**config.mk**
```make
export PLATFORM = sky130hd
export DESIGN_NAME = pwm_audio_dac
export DESIGN_NICKNAME = d
export VERILOG_FILES = /design/src/rtl/pwm_audio_dac.sv
export SDC_FILE = /design/constraint.sdc
export NUM_CORES = 1
export LEC_CHECK = 0
export CORE_MARGIN = 2
export CORE_UTILIZATION = 50
export DETAILED_ROUTE_END_ITERATION = 8
export PLACE_DENSITY_LB_ADDON = 0.05
export SETUP_SLACK_MARGIN = 0.4
export SKIP_LAST_GASP = 1
export SYNTH_ARGS = -nofsm -noshare
export SYNTH_HDL_FRONTEND = slang
export SYNTH_SLANG_ARGS = --single-unit
```
**constraint.sdc**
```tcl
create_clock -name clk -period 5.5 [get_ports clk]
set_clock_uncertainty 0.2 [all_clocks]
set_input_delay 1.1 -clock clk [delete_from_list [all_inputs] [get_ports clk]]
set_output_delay 1.1 -clock clk [all_outputs]
set_load 0.02 [all_outputs]
```
**src/rtl/pwm_audio_dac.sv**
```systemverilog
// Multi-channel PWM audio DAC. Frames are double-buffered and applied only at period
// boundaries, with per-channel mute, power-of-two gain and optional noise shaping.

module pwm_audio_dac_lane #(
  parameter int IN_WIDTH  = 16,
  parameter int PWM_WIDTH = 9
) (
  input  logic                 clk,
  input  logic                 rst_n,
  input  logic                 ce,
  input  logic                 latch,
  input  logic [PWM_WIDTH-1:0] cnt,
  input  logic [IN_WIDTH-1:0]  sample,
  input  logic                 mute,
  input  logic [1:0]           gain_shift,
  input  logic                 shape_en,
  output logic                 pwm
);
  localparam int EW = IN_WIDTH - PWM_WIDTH;
  localparam int XW = IN_WIDTH + 3;
  localparam logic signed [XW-1:0] SMAX = {{4{1'b0}}, {(IN_WIDTH-1){1'b1}}};
  localparam logic signed [XW-1:0] SMIN = {{4{1'b1}}, {(IN_WIDTH-1){1'b0}}};
  localparam logic [PWM_WIDTH-1:0] MID  = {1'b1, {(PWM_WIDTH-1){1'b0}}};

  logic [PWM_WIDTH-1:0] duty_q, duty_d;
  logic [EW-1:0]        err_q, err_d;
  logic                 pwm_q, pwm_d;

  logic signed [XW-1:0] ext, shifted;
  logic [IN_WIDTH-1:0]  sat, u;
  logic [IN_WIDTH:0]    acc;

  // Three guard bits cover the largest shift, so the saturation compare sees the true value.
  always_comb begin
    ext     = {{3{sample[IN_WIDTH-1]}}, sample};
    shifted = ext <<< gain_shift;
    if (shifted > SMAX)      sat = SMAX[IN_WIDTH-1:0];
    else if (shifted < SMIN) sat = SMIN[IN_WIDTH-1:0];
    else                     sat = shifted[IN_WIDTH-1:0];
    u   = {~sat[IN_WIDTH-1], sat[IN_WIDTH-2:0]};
    acc = {1'b0, u} + {{(PWM_WIDTH+1){1'b0}}, err_q};
  end

  always_comb begin
    duty_d = duty_q;
    err_d  = err_q;
    pwm_d  = pwm_q;
    if (latch) begin
      if (mute) begin
        duty_d = MID;
      end else if (shape_en) begin
        if (acc[IN_WIDTH]) begin
          duty_d = {PWM_WIDTH{1'b1}};
          err_d  = '0;
        end else begin
          duty_d = acc[IN_WIDTH-1 -: PWM_WIDTH];
          err_d  = acc[EW-1:0];
        end
      end else begin
        duty_d = u[IN_WIDTH-1 -: PWM_WIDTH];
        err_d  = '0;
      end
    end
    if (ce) pwm_d = (cnt < duty_q);
  end

  always_ff @(posedge clk) begin
    if (!rst_n) begin
      duty_q <= MID;
      err_q  <= '0;
      pwm_q  <= 1'b0;
    end else begin
      duty_q <= duty_d;
      err_q  <= err_d;
      pwm_q  <= pwm_d;
    end
  end

  assign pwm = pwm_q;
endmodule

module pwm_audio_dac #(
  parameter int CHANNELS  = 2,
  parameter int IN_WIDTH  = 16,
  parameter int PWM_WIDTH = 9
) (
  input  logic                         clk,
  input  logic                         rst_n,
  input  logic                         ce,
  input  logic [CHANNELS*IN_WIDTH-1:0] sample_in,
  input  logic                         sample_valid,
  output logic                         sample_ready,
  input  logic [CHANNELS-1:0]          mute,
  input  logic [1:0]                   gain_shift,
  input  logic                         shape_en,
  output logic [CHANNELS-1:0]          pwm,
  output logic                         period_start,
  output logic                         underrun
);
  logic [PWM_WIDTH-1:0] cnt_q, cnt_d;
  logic                 full_q, full_d;
  logic                 period_start_q, period_start_d;
  logic                 underrun_q, underrun_d;
  logic [CHANNELS-1:0][IN_WIDTH-1:0] hold_q, hold_d, prev_q, prev_d, lane_sample;
  logic                 latch;

  assign latch = ce & (&cnt_q);

  // Holding only empties at a latch, and only accepts while empty, so the two never collide.
  always_comb begin
    cnt_d          = cnt_q;
    full_d         = full_q;
    hold_d         = hold_q;
    prev_d         = prev_q;
    period_start_d = latch;
    underrun_d     = latch & ~full_q;
    if (ce) cnt_d = cnt_q + 1'b1;
    if (latch && full_q) begin
      full_d = 1'b0;
      prev_d = hold_q;
    end else if (sample_valid && !full_q) begin
      hold_d = sample_in;
      full_d = 1'b1;
    end
  end

  // On underrun the previous frame is reconverted so shaping error keeps advancing.
  always_comb lane_sample = full_q ? hold_q : prev_q;

  always_ff @(posedge clk) begin
    if (!rst_n) begin
      cnt_q          <= '0;
      full_q         <= 1'b0;
      hold_q         <= '0;
      prev_q         <= '0;
      period_start_q <= 1'b0;
      underrun_q     <= 1'b0;
    end else begin
      cnt_q          <= cnt_d;
      full_q         <= full_d;
      hold_q         <= hold_d;
      prev_q         <= prev_d;
      period_start_q <= period_start_d;
      underrun_q     <= underrun_d;
    end
  end

  for (genvar c = 0; c < CHANNELS; c++) begin : g_lane
    pwm_audio_dac_lane #(
      .IN_WIDTH  (IN_WIDTH),
      .PWM_WIDTH (PWM_WIDTH)
    ) u_lane (
      .clk        (clk),
      .rst_n      (rst_n),
      .ce         (ce),
      .latch      (latch),
      .cnt        (cnt_q),
      .sample     (lane_sample[c]),
      .mute       (mute[c]),
      .gain_shift (gain_shift),
      .shape_en   (shape_en),
      .pwm        (pwm[c])
    );
  end

  assign sample_ready = ~full_q;
  assign period_start = period_start_q;
  assign underrun     = underrun_q;
endmodule
```
==> impl_metrics.tcl <==
set metrics [dict create \
    ys_warn_count 0 \
    maxCapViolCount 0 \
    cts_max_level 3 \
    ys_seq_area_frac 0.2990 \
    yosysMostFrequentCell "nand2_1" \
    hold_violations 0 \
    antenna_found_initial 0 \
    grt_max_degree 54 \
    grt_pass1_wl_um 28820 \
    clk_latency_ps 350 \
    max_slew.worst_pin.slew_ps 1119 \
    crit_type "in2reg" \
    via_per_inst 5.743 \
    hp-class "reg2reg" \
    crit_chain "buf_2 > mux4_2 > or2_4 > o221a_4 > or2_2 > ha_1 > a21o_1 > a21oi_1 > o21ai_0 > a41oi_1 > a21o_1 > a31oi_1 > o21ai_0 > o21ai_0" \
    tritoncts "built" \
    fmaxAchievable_mhz 213.2 \
    cts_setup_buffers 0 \
    clock-root-buffer "clkbuf_16" \
    drc_errors 0 \
    synth-edff-count 0 \
    synth_top_area_frac 0.2990 \
    nets 949 \
    cp_common_cell "o21ai_0" \
    clkSinkCount 110 \
    crit_buf_inv 1 \
    cpPeakStageDelay_ps 480 \
    cp_num_cells 14 \
    hold_depth 2 \
    synthTopCellsByArea "dfxtp_1 (30%), nand2_1 (9.5%), mux4_2 (9.5%)" \
    num_rows 44 \
    period_share 0.8528 \
    critPathSlowestCell "mux4_2" \
    cts_resized 0 \
    drtIter0Drc 358 \
    syn_nets 935 \
    dr.pass1.iters 5 \
    antenna_cells 0 \
    finalMaxSlewViolations 0 \
    die_w_um 125.4 \
    worstPathRequired_ps 5530 \
    clk_pin_slew_ps 70 \
    grtUsageTotal 0.2195 \
    dieArea_um2 15720 \
    rsz0062_at_grt "false" \
    synth_flop_cell "dfxtp_1" \
    grt.busiest_layer "met2" \
    syn_inst 858 \
    gp_congestion 0.9122 \
    synth_area_um2 7365 \
    synth_largest_area_cell "dfxtp_1" \
    fin_tns_setup_ps 0 \
    pwr_density_cell_nw_per_um2 207.6 \
    wirelength_um 16910 \
    ant_nets 0 \
    whs_ps 246.1 \
    reg2reg_depth 13 \
    status "completed" \
    path_max_fanout 16 \
    fp.dieH_um 125.4 \
    fill_cells 1380 \
    end_kind "flop" \
    grt_use_met3 0.02396 \
    area.growth.synth_to_final_pct 10.38 \
    finalSetupViolations 0 \
    synth_area_per_cell_um2 8.583 \
    place.port_buffers 45 \
    synth_common_cells "nand2_1 (187), dfxtp_1 (110), a21boi_0 (69), o21ai_0 (47), a21oi_1 (35)" \
    coreArea_um2 14480 \
    start_util 0.5086 \
    layout_setup_ws_ps 809.8 \
    cpLargestDelayFamily "compound AO/OA/AOI/OAI gates" \
    wl_per_cell_um 15.94 \
    vias 6093 \
    cts-buffers-inserted 9 \
    num_io_pins 46 \
    period_needed_ps 4690 \
    max-vdd-ir-drop_mv 0.1464 \
    dpl_worst_slack_ps 465.2 \
    ys_seq_elements 110 \
    async_flop_share 0 \
    grt-ovfl-total 0 \
    drive_above_1_share 0.1095 \
    slew_headroom 0.2507 \
    worstPathArrival_ps 4720 \
    leakage_nw 2.976 \
    grt_pass1_vias 5828 \
    clockBufferDepth 2 \
    synth_cell_types 71 \
    dpl.hpwl_um 12710 \
    grtUsageMet1 0.3210 \
    worstSetupStartpointType "primary input" \
    hold_buffers 0 \
    grt_util_met2 0.3453 \
]
==> logic make-up after synthesis <==
family,after synthesis,share of synthesized area
and+or+nand+nor,296,0.1820
muxes,73,0.1553
AOI/OAI and AO/OA,235,0.2215
adders and majority gates,36,0.06320
buffers and inverters,89,0.05641
xor gates and xnor gates,19,0.02260
DFF,110,0.2990
==> power breakdown <==
part           total [mW]  internal, mW  switching (mW)
logic               0.231         0.112           0.119
registers           0.837         0.812          0.0247
clock network       0.620         0.309           0.310
total                1.69          1.23           0.454
==> path summary, 6_finish.rpt <==
path                                   start                    endpoint  slack [ps]
setup / recovery               gain_shift[0]  g_lane[1].u_lane.duty_q[2]         810
setup reg to reg                      full_q  g_lane[1].u_lane.duty_q[2]        1100
hold / removal    g_lane[1].u_lane.duty_q[0]  g_lane[1].u_lane.duty_q[0]         250
hold reg to reg   g_lane[1].u_lane.duty_q[0]  g_lane[1].u_lane.duty_q[0]         250
==> tightest hold or removal path, stage by stage (launching register included) <==
cell and delay, ps:
dfxtp_1 310, nand2_1 50, nand2_1 40
==> sequential cells by signal, indices dropped and copies added (netlist names) <==
name,cells
cnt_q,9
full_q,1
g_lane.u_lane.duty_q,18
g_lane.u_lane.err_q,14
g_lane.u_lane.pwm,2
hold_q,32
period_start,1
prev_q,32
underrun,1
==> cell usage in the layout (no fill, tap or decap), types with 7 or more instances in the layout <==
master / count
mux2_2: 7
o211ai_1: 9
o21ai_0: 47
buf_4: 14
nand2_1: 187
a31oi_1: 7
mux2i_1: 34
ha_1: 34
inv_1: 32
clkdlybuf4s50_1: 43
a21o_1: 12
a22oi_1: 8
o22ai_1: 7
a21boi_0: 69
nand3_1: 10
xnor2_1: 13
and2_1: 20
nor2b_1: 13
mux4_2: 31
a21oi_1: 35
dfxtp_1: 109
nor3_1: 9
clkbuf_16: 9
nor2_1: 23
==> cell type report <==
type	instances	area, µm²	area share
multi-input combinational	659	4752	0.5846
timing repair buffer	59	545.5	0.06711
clock inverter	7	48.80	0.006003
sequential	110	2203	0.2710
inverter	33	123.9	0.01524
tap	184	230.2	0.02832
clock buffer	9	225.2	0.02771
==> stage by stage <==
step,power [mW],util,cells,cell area (µm²)
floorplan,1.019,-,858,7365
global placement,1.082,0.5425,1045,7855
detailed placement,1.088,0.5425,1045,7855
CTS,1.704,0.5614,1061,8129
global route,1.761,0.5614,1061,8129
finish,1.688,0.5614,1061,8129
==> per-layer routing <==
| layer | vias to the layer above | part of all wire |
|---|---|---|
| met5 | - | 0 |
| li1 | 3065 | - |
| met2 | 116 | 0.44 |
| met1 | 2895 | 0.51 |
| met4 | 0 | 0.016 |
| met3 | 17 | 0.032 |
Note: power is estimated with default switching activity, not from simulation.
